===== config.mk =====
export PLATFORM = sky130hd
export DESIGN_NAME = axil_arbiter_priority_wr
export DESIGN_NICKNAME = d
export VERILOG_FILES = /design/src/rtl/axil_arbiter_priority_wr.sv
export SDC_FILE = /design/constraint.sdc
export NUM_CORES = 1
export LEC_CHECK = 0
export BUFFER_PORTS_ARGS = -buffer_cell sky130_fd_sc_hd__buf_2
export CAP_MARGIN = 20
export CORE_AREA = 2 2 39 41
export CTS_BUF_LIST = sky130_fd_sc_hd__clkbuf_4 sky130_fd_sc_hd__clkbuf_8 sky130_fd_sc_hd__clkbuf_16
export CTS_CLUSTER_SIZE = 30
export DETAILED_ROUTE_END_ITERATION = 10
export DIE_AREA = 0 0 41 43
export HOLD_SLACK_MARGIN = 0.06
export PLACE_DENSITY = 0.81
export SLEW_MARGIN = 25
export SYNTH_ARGS = -nofsm -noshare
export SYNTH_HDL_FRONTEND = slang
export SYNTH_SLANG_ARGS = --single-unit

===== constraint.sdc =====
create_clock -name aclk -period 4.1 [get_ports aclk]
set_input_delay 0.205 -clock aclk [delete_from_list [all_inputs] [get_ports aclk]]
set_output_delay 0.205 -clock aclk [all_outputs]
set_load 0.1 [all_outputs]

===== src/rtl/axil_arbiter_priority_wr.sv =====
// axil_arbiter_priority_wr
// Fixed-priority write-path arbiter for the AXI-Lite priority interconnect.
// The lowest-indexed requesting master wins and keeps the grant across the
// AW, W and B channels until the slave's write response has been accepted by
// that master. aw_open / w_open let the write muxes forward at most one AW
// and one W beat per grant.
//
// Ports:
//   aclk, aresetn    clock, synchronous active-low reset
//   request_wr       per-master write request (AW or W pending)
//   grant_wr         one-hot grant (registered)
//   grant_wr_idx     binary index of granted master, 0 when idle (registered)
//   aw_open, w_open  granted master's AW / W handshake still permitted
//   m_axil_awvalid, s_axil_awready   AW channel handshake signals
//   m_axil_wvalid,  s_axil_wready    W channel handshake signals
//   s_axil_bvalid,  m_axil_bready    B channel handshake signals
module axil_arbiter_priority_wr #(
  parameter int NUMBER_MASTER = 4
) (
  input  logic                             aclk,
  input  logic                             aresetn,
  input  logic [NUMBER_MASTER-1:0]         request_wr,
  output logic [NUMBER_MASTER-1:0]         grant_wr,
  output logic [$clog2(NUMBER_MASTER)-1:0] grant_wr_idx,
  output logic                             aw_open,
  output logic                             w_open,
  input  logic [NUMBER_MASTER-1:0]         m_axil_awvalid,
  input  logic                             s_axil_awready,
  input  logic [NUMBER_MASTER-1:0]         m_axil_wvalid,
  input  logic                             s_axil_wready,
  input  logic                             s_axil_bvalid,
  input  logic [NUMBER_MASTER-1:0]         m_axil_bready
);

  localparam int IDX_W = $clog2(NUMBER_MASTER);

  typedef enum logic [1:0] {
    IDLE = 2'd0,
    ADDR = 2'd1,
    RESP = 2'd2
  } state_t;

  state_t             state;
  logic               aw_done;
  logic               w_done;

  logic [NUMBER_MASTER-1:0] pick_onehot;
  logic [IDX_W-1:0]         pick_idx;
  logic                     aw_hs;
  logic                     w_hs;
  logic                     b_hs;

  // Lowest set bit of request_wr. Scanning from the top down lets the
  // lowest index overwrite any higher one.
  always_comb begin
    pick_onehot = '0;
    pick_idx    = '0;
    for (int unsigned i = NUMBER_MASTER; i > 0; i--) begin
      if (request_wr[i-1]) begin
        pick_onehot      = '0;
        pick_onehot[i-1] = 1'b1;
        pick_idx         = IDX_W'(i-1);
      end
    end
  end

  // Only the granted master's handshakes are observed.
  always_comb begin
    aw_hs = m_axil_awvalid[grant_wr_idx] & s_axil_awready & ~aw_done;
    w_hs  = m_axil_wvalid[grant_wr_idx]  & s_axil_wready  & ~w_done;
    b_hs  = s_axil_bvalid & m_axil_bready[grant_wr_idx];
  end

  always_ff @(posedge aclk) begin
    if (!aresetn) begin
      state        <= IDLE;
      grant_wr     <= '0;
      grant_wr_idx <= '0;
      aw_done      <= 1'b0;
      w_done       <= 1'b0;
    end else begin
      case (state)
        IDLE: begin
          if (|request_wr) begin
            grant_wr     <= pick_onehot;
            grant_wr_idx <= pick_idx;
            aw_done      <= 1'b0;
            w_done       <= 1'b0;
            state        <= ADDR;
          end
        end
        ADDR: begin
          if (aw_hs) aw_done <= 1'b1;
          if (w_hs)  w_done  <= 1'b1;
          if ((aw_done | aw_hs) & (w_done | w_hs)) state <= RESP;
        end
        RESP: begin
          if (b_hs) begin
            grant_wr     <= '0;
            grant_wr_idx <= '0;
            aw_done      <= 1'b0;
            w_done       <= 1'b0;
            state        <= IDLE;
          end
        end
        default: state <= IDLE;
      endcase
    end
  end

  // Derived purely from registered state, so glitch-free for the muxes.
  assign aw_open = (state == ADDR) & ~aw_done;
  assign w_open  = (state == ADDR) & ~w_done;

endmodule


# --- After elaboration in Yosys (flattened, before gate mapping) ---
# Index checks and enable logic that the tools add are counted.
totals:
  ff_bits: 10
  elab_cells: 62
  in_bits: 21
  out_inout_bits: 8
classes:
  muxes: 29
  eq_ne: 7
  n_bitwise: 12
  magnitude_cmp: 1
  n_reduce_logical: 8
ops:
  columns: ["operator", "count"]
  rows:
  - ["$mux W4", 6]
  - ["$mux W2", 8]
  - ["$ne A2 B2 Y1 const B", 5]
  - ["$and A1 B1 Y1", 8]
  - ["$pmux W4 S2", 1]
  - ["$reduce_and A4 Y1", 2]
  - ["$mux W1", 7]
  - ["$bmux W1 S2", 3]
  - ["$pmux W1 S3", 2]
  - ["$pmux W2 S3", 1]
  - ["$reduce_and A3 Y1", 2]
  - ["$pmux W2 S2", 1]
  - ["$reduce_or A4 Y1", 1]
  - ["$lt A2 B3 Y1 const B", 1]
  - ["$reduce_bool A3 Y1", 1]
  - ["$eq A2 B1 Y1 const B", 1]
  - ["$eq A2 B2 Y1 const B", 1]
  - ["$logic_not A2 Y1", 1]
  - ["$not A1 Y1", 2]
  - ["$or A1 B1 Y1", 2]
  - ["$reduce_bool A2 Y1", 1]

# --- Depth between registers and ports, before layout ---
logic_depth:
  ltp_word: 8
  depth_mapped: 5
  mapped_depth_nobuf: 4

# --- Worst setup path after synthesis ---
# OpenSTA, ideal clock, no wires.
synth_timing:
  kind: "flip-flop to flip-flop"
  startpoint: "reg grant_wr_idx[0]"
  endpoint: "reg state[0]"
  arrival_ns: 2.230
  setup_ns: 0.079
  path_slack_ns: 1.791
  stages_incl_launch_ff: 6
  period_less_slack_ns: 2.309
  path_buffers: 1
  required_ns: 4.021
  cell_sequence: "dfxtp_1 > buf_6 > mux4_2 > and2_4 > o221a_1 > a211oi_2"
synth_via:
  elab_chain_len: 8
  word_cells_on_any_way: 17
  classes_between: "eq/ne (2); mux (6); bitwise (8); reduce/logical (1)"
synth_lines:
  columns: ["item", "line", "text"]
  rows:
  - ["start, declared", "24", "output logic [$clog2(NUMBER_MASTER)-1:0] grant_wr_idx,"]
  - ["start signal, assigned", "86", "grant_wr_idx <= pick_idx;"]
  - ["$bmux W1 S2, on equally long branches", "69, 70", null]
  - ["$mux W1, on equally long branches", "69, 70", null]
  - ["$and A1 B1 Y1, on equally long branches (2 in series)", "69, 70", null]
  - ["$or A1 B1 Y1", "95", "if ((aw_done | aw_hs) & (w_done | w_hs)) state <= RESP;"]
  - ["$and A1 B1 Y1", "95", null]
  - ["$ne A2 B2 Y1 (no source line)", null, null]
  - ["$reduce_and A3 Y1 (no source line) *", null, null]
  - ["end signal, assigned", "95", null]
  - ["end signal, assigned", "103", "state <= IDLE;"]
  - ["end signal, assigned", "106", "default: state <= IDLE;"]
  - ["end, declared", "43", "state_t state;"]
# Mark *: on every way between the ends. The rest lies on a longest branch, timed or not. The select of a mux whose other input is x is not followed.
# A chain may end at the register's enable or synchronous reset.

# --- Worst setup path in the final report ---
# Same ends and word-level chain as after synthesis.

==> impl_metrics.ini <==
[synth]
syn_inst = 58
synth.distinct_cells = 27
syn_area_per_cell_um2 = 9.513
synth_top_area_cell = dfxtp_1
syn-num-nets = 79
synthTopCellsByCount = 10 x dfxtp_1, 6 x nor2_1, 4 x a21oi_1, 4 x inv_1, 3 x a22o_1
yosys_warnings = 0
synth-seq-cells = 10
synth_edf_count = 0
yosysMostFrequentCell = dfxtp_1
synth_area_leaders = dfxtp_1 36%, mux4_2 8.2%, a22o_1 4.8%
syn_area_um2 = 551.8
async_reset_ff_share_pct = 0
seq_area_frac_synth_pct = 36.28
synth_ff_type = dfxtp_1
synth_top_area_share_pct = 36.28

[clock_network]
cts_made_buffers = 3
cts_setup_buffers = 0
h-tree-depth = 1
ctsHoldBuffers = 0
clkSlewWorstSetupHoldPaths_ns = 0.07
cts_resized = 0
insertion_delay_ns = 0.28
clockRootBuffer = clkbuf_4
clockBufferDepth = 2
cts_sinks = 10
cts_tree = done

[grt]
antenna_found_initial = 0
grt_pass1_wl_mm = 2.111
grt_pass1_vias = 533
overflow = 0
grt_max_degree = 10
grt_usage_pct = 17.09

[min_path]
hp-class = in -> reg

[sta]
hold_violations = 0
post-route-period-util_pct = 41.80
tightest_slew_ns = 0.4922
max-slew-margin-rel_pct = 67.41
slew_violations = 0
max_freq_mhz = 583.5
worst_clock_skew_ns = 0.002111
period_needed_ns = 1.714
rsz0062_at_grt = false
setup_viol_count_final = 0
layout_setup_ws_ns = 2.386
setup_tns_ns = 0

[route]
vias = 581
drt-initial-drc-count = 10
ant_nets = 0
dr.pass1.iters = 4
route.detailed.drc = 0
drt-total-wl_mm = 1.342
vias_per_cell = 5.587
wire_per_inst_um = 12.90

[power]
powerDensity_mw_per_mm2 = 406.8
power_leakage_uw = 0.0003403
max-vdd-ir-drop_v = 0.0001482

[worst_setup_path]
start_kind = flip-flop
crit_arrival_ns = 1.91
crit_required_ns = 4.30
path_class = reg -> reg
worst_setup_path_end_kind = flip-flop
path_max_fanout = 6

[final_layout]
n_fill_cell = 125
multiInputGateArea_um2 = 321.6
n_antenna_cell = 0
layout-drive-gt1-share_pct = 44.32
final_nets = 110
syn2layout_area_growth_pct = 32.88
seq_area_um2 = 200.2

[placement]
place_congestion = 0.7966
dp_hpwl_mm = 1.053
portBuffers = 28
post-place-ws_ns = 2.394

[floorplanning]
die_h_um = 43
dieArea_mm2 = 0.001763
rows = 14
core_mm2 = 0.001384
die_w_um = 41
start_util_pct = 39.87
pin_count = 29

[run]
drv_cap = 0

[run_status]
outcome = finished clean
worst paths after layout:
path | slack [ns] | cells past startpoint | from | end
min reg2reg | 0.46 | 1 | grant_wr[1] | grant_wr[1]
max reg2reg | 2.39 | 4 | grant_wr_idx[0] | state[0]
min | 0.17 | 2 | request_wr[2] | grant_wr[2]
max | 2.39 | 4 | grant_wr_idx[0] | state[0]
cells in the final DEF (no fill, tap or decap), drive strengths merged, types with 2 or more instances in the layout:
cell,n
a21boi,2
a21oi,5
a22o,3
and2,2
buf,28
clkbuf,4
dfxtp,10
inv,4
mux2i,2
mux4,2
nand2,2
nand2b,2
nand3,2
nor2,6
nor3,2
o2bb2ai,2
registers in the layout, summed over array words and instances (netlist names):
| signal | cells |
|---|---|
| aw_done | 1 |
| grant_wr | 4 |
| grant_wr_idx | 2 |
| state | 2 |
| w_done | 1 |
worst max-delay path, cell delays in order (launching register included):
cell      delay (ns)
dfxtp_1         0.49
mux4_2          0.55
and2_4          0.19
o221a_1         0.23
a211oi_2        0.19
kinds of logic after synthesis:
family,Yosys count,synth area share (%)
mux,4,11.79
compound gates,19,27.44
buf+inv,6,5.441
flops,10,36.28
simple gates,19,19.05
area by class of cell:
type	instances	area share [%]
Sequential cell	10	27.30
Multi-Input combinational cell	42	43.86
Inverter	4	2.048
Clock buffer	4	4.949
Tap cell	16	2.730
Timing Repair Buffer	28	19.11
per-stage QoR:
stage | cell area, um^2 | util, % | instances | total power, uW | hold slack, ns
6_report | 733.2 | 52.98 | 104 | 298.3 | 0.1728
2_1_floorplan | 551.8 | - | 58 | 185.4 | 0.3307
5_1_grt | 733.2 | 52.98 | 104 | 309.1 | 0.1864
3_3_place_gp | 696.9 | 50.36 | 100 | 204.6 | 0.4502
3_5_place_dp | 696.9 | 50.36 | 100 | 206.5 | 0.4527
4_1_cts | 733.2 | 52.98 | 104 | 296.6 | 0.1819
routing by layer:
metal,vias up,global-route usage [%],routed length [um]
li1,278,-,-
met1,283,19.74,556
met2,17,29.38,703
met3,3,3.141,65
met4,0,6.000,16
met5,-,0,0
power breakdown:
group	internal (uW)	switching, uW	total, uW	leakage [uW]
sequential	103	7.83	111	0.0000818
clock	54.1	39.5	93.6	0.0000210
combinational	27.1	66.6	93.7	0.000237
(Power assumes the default switching activity.)
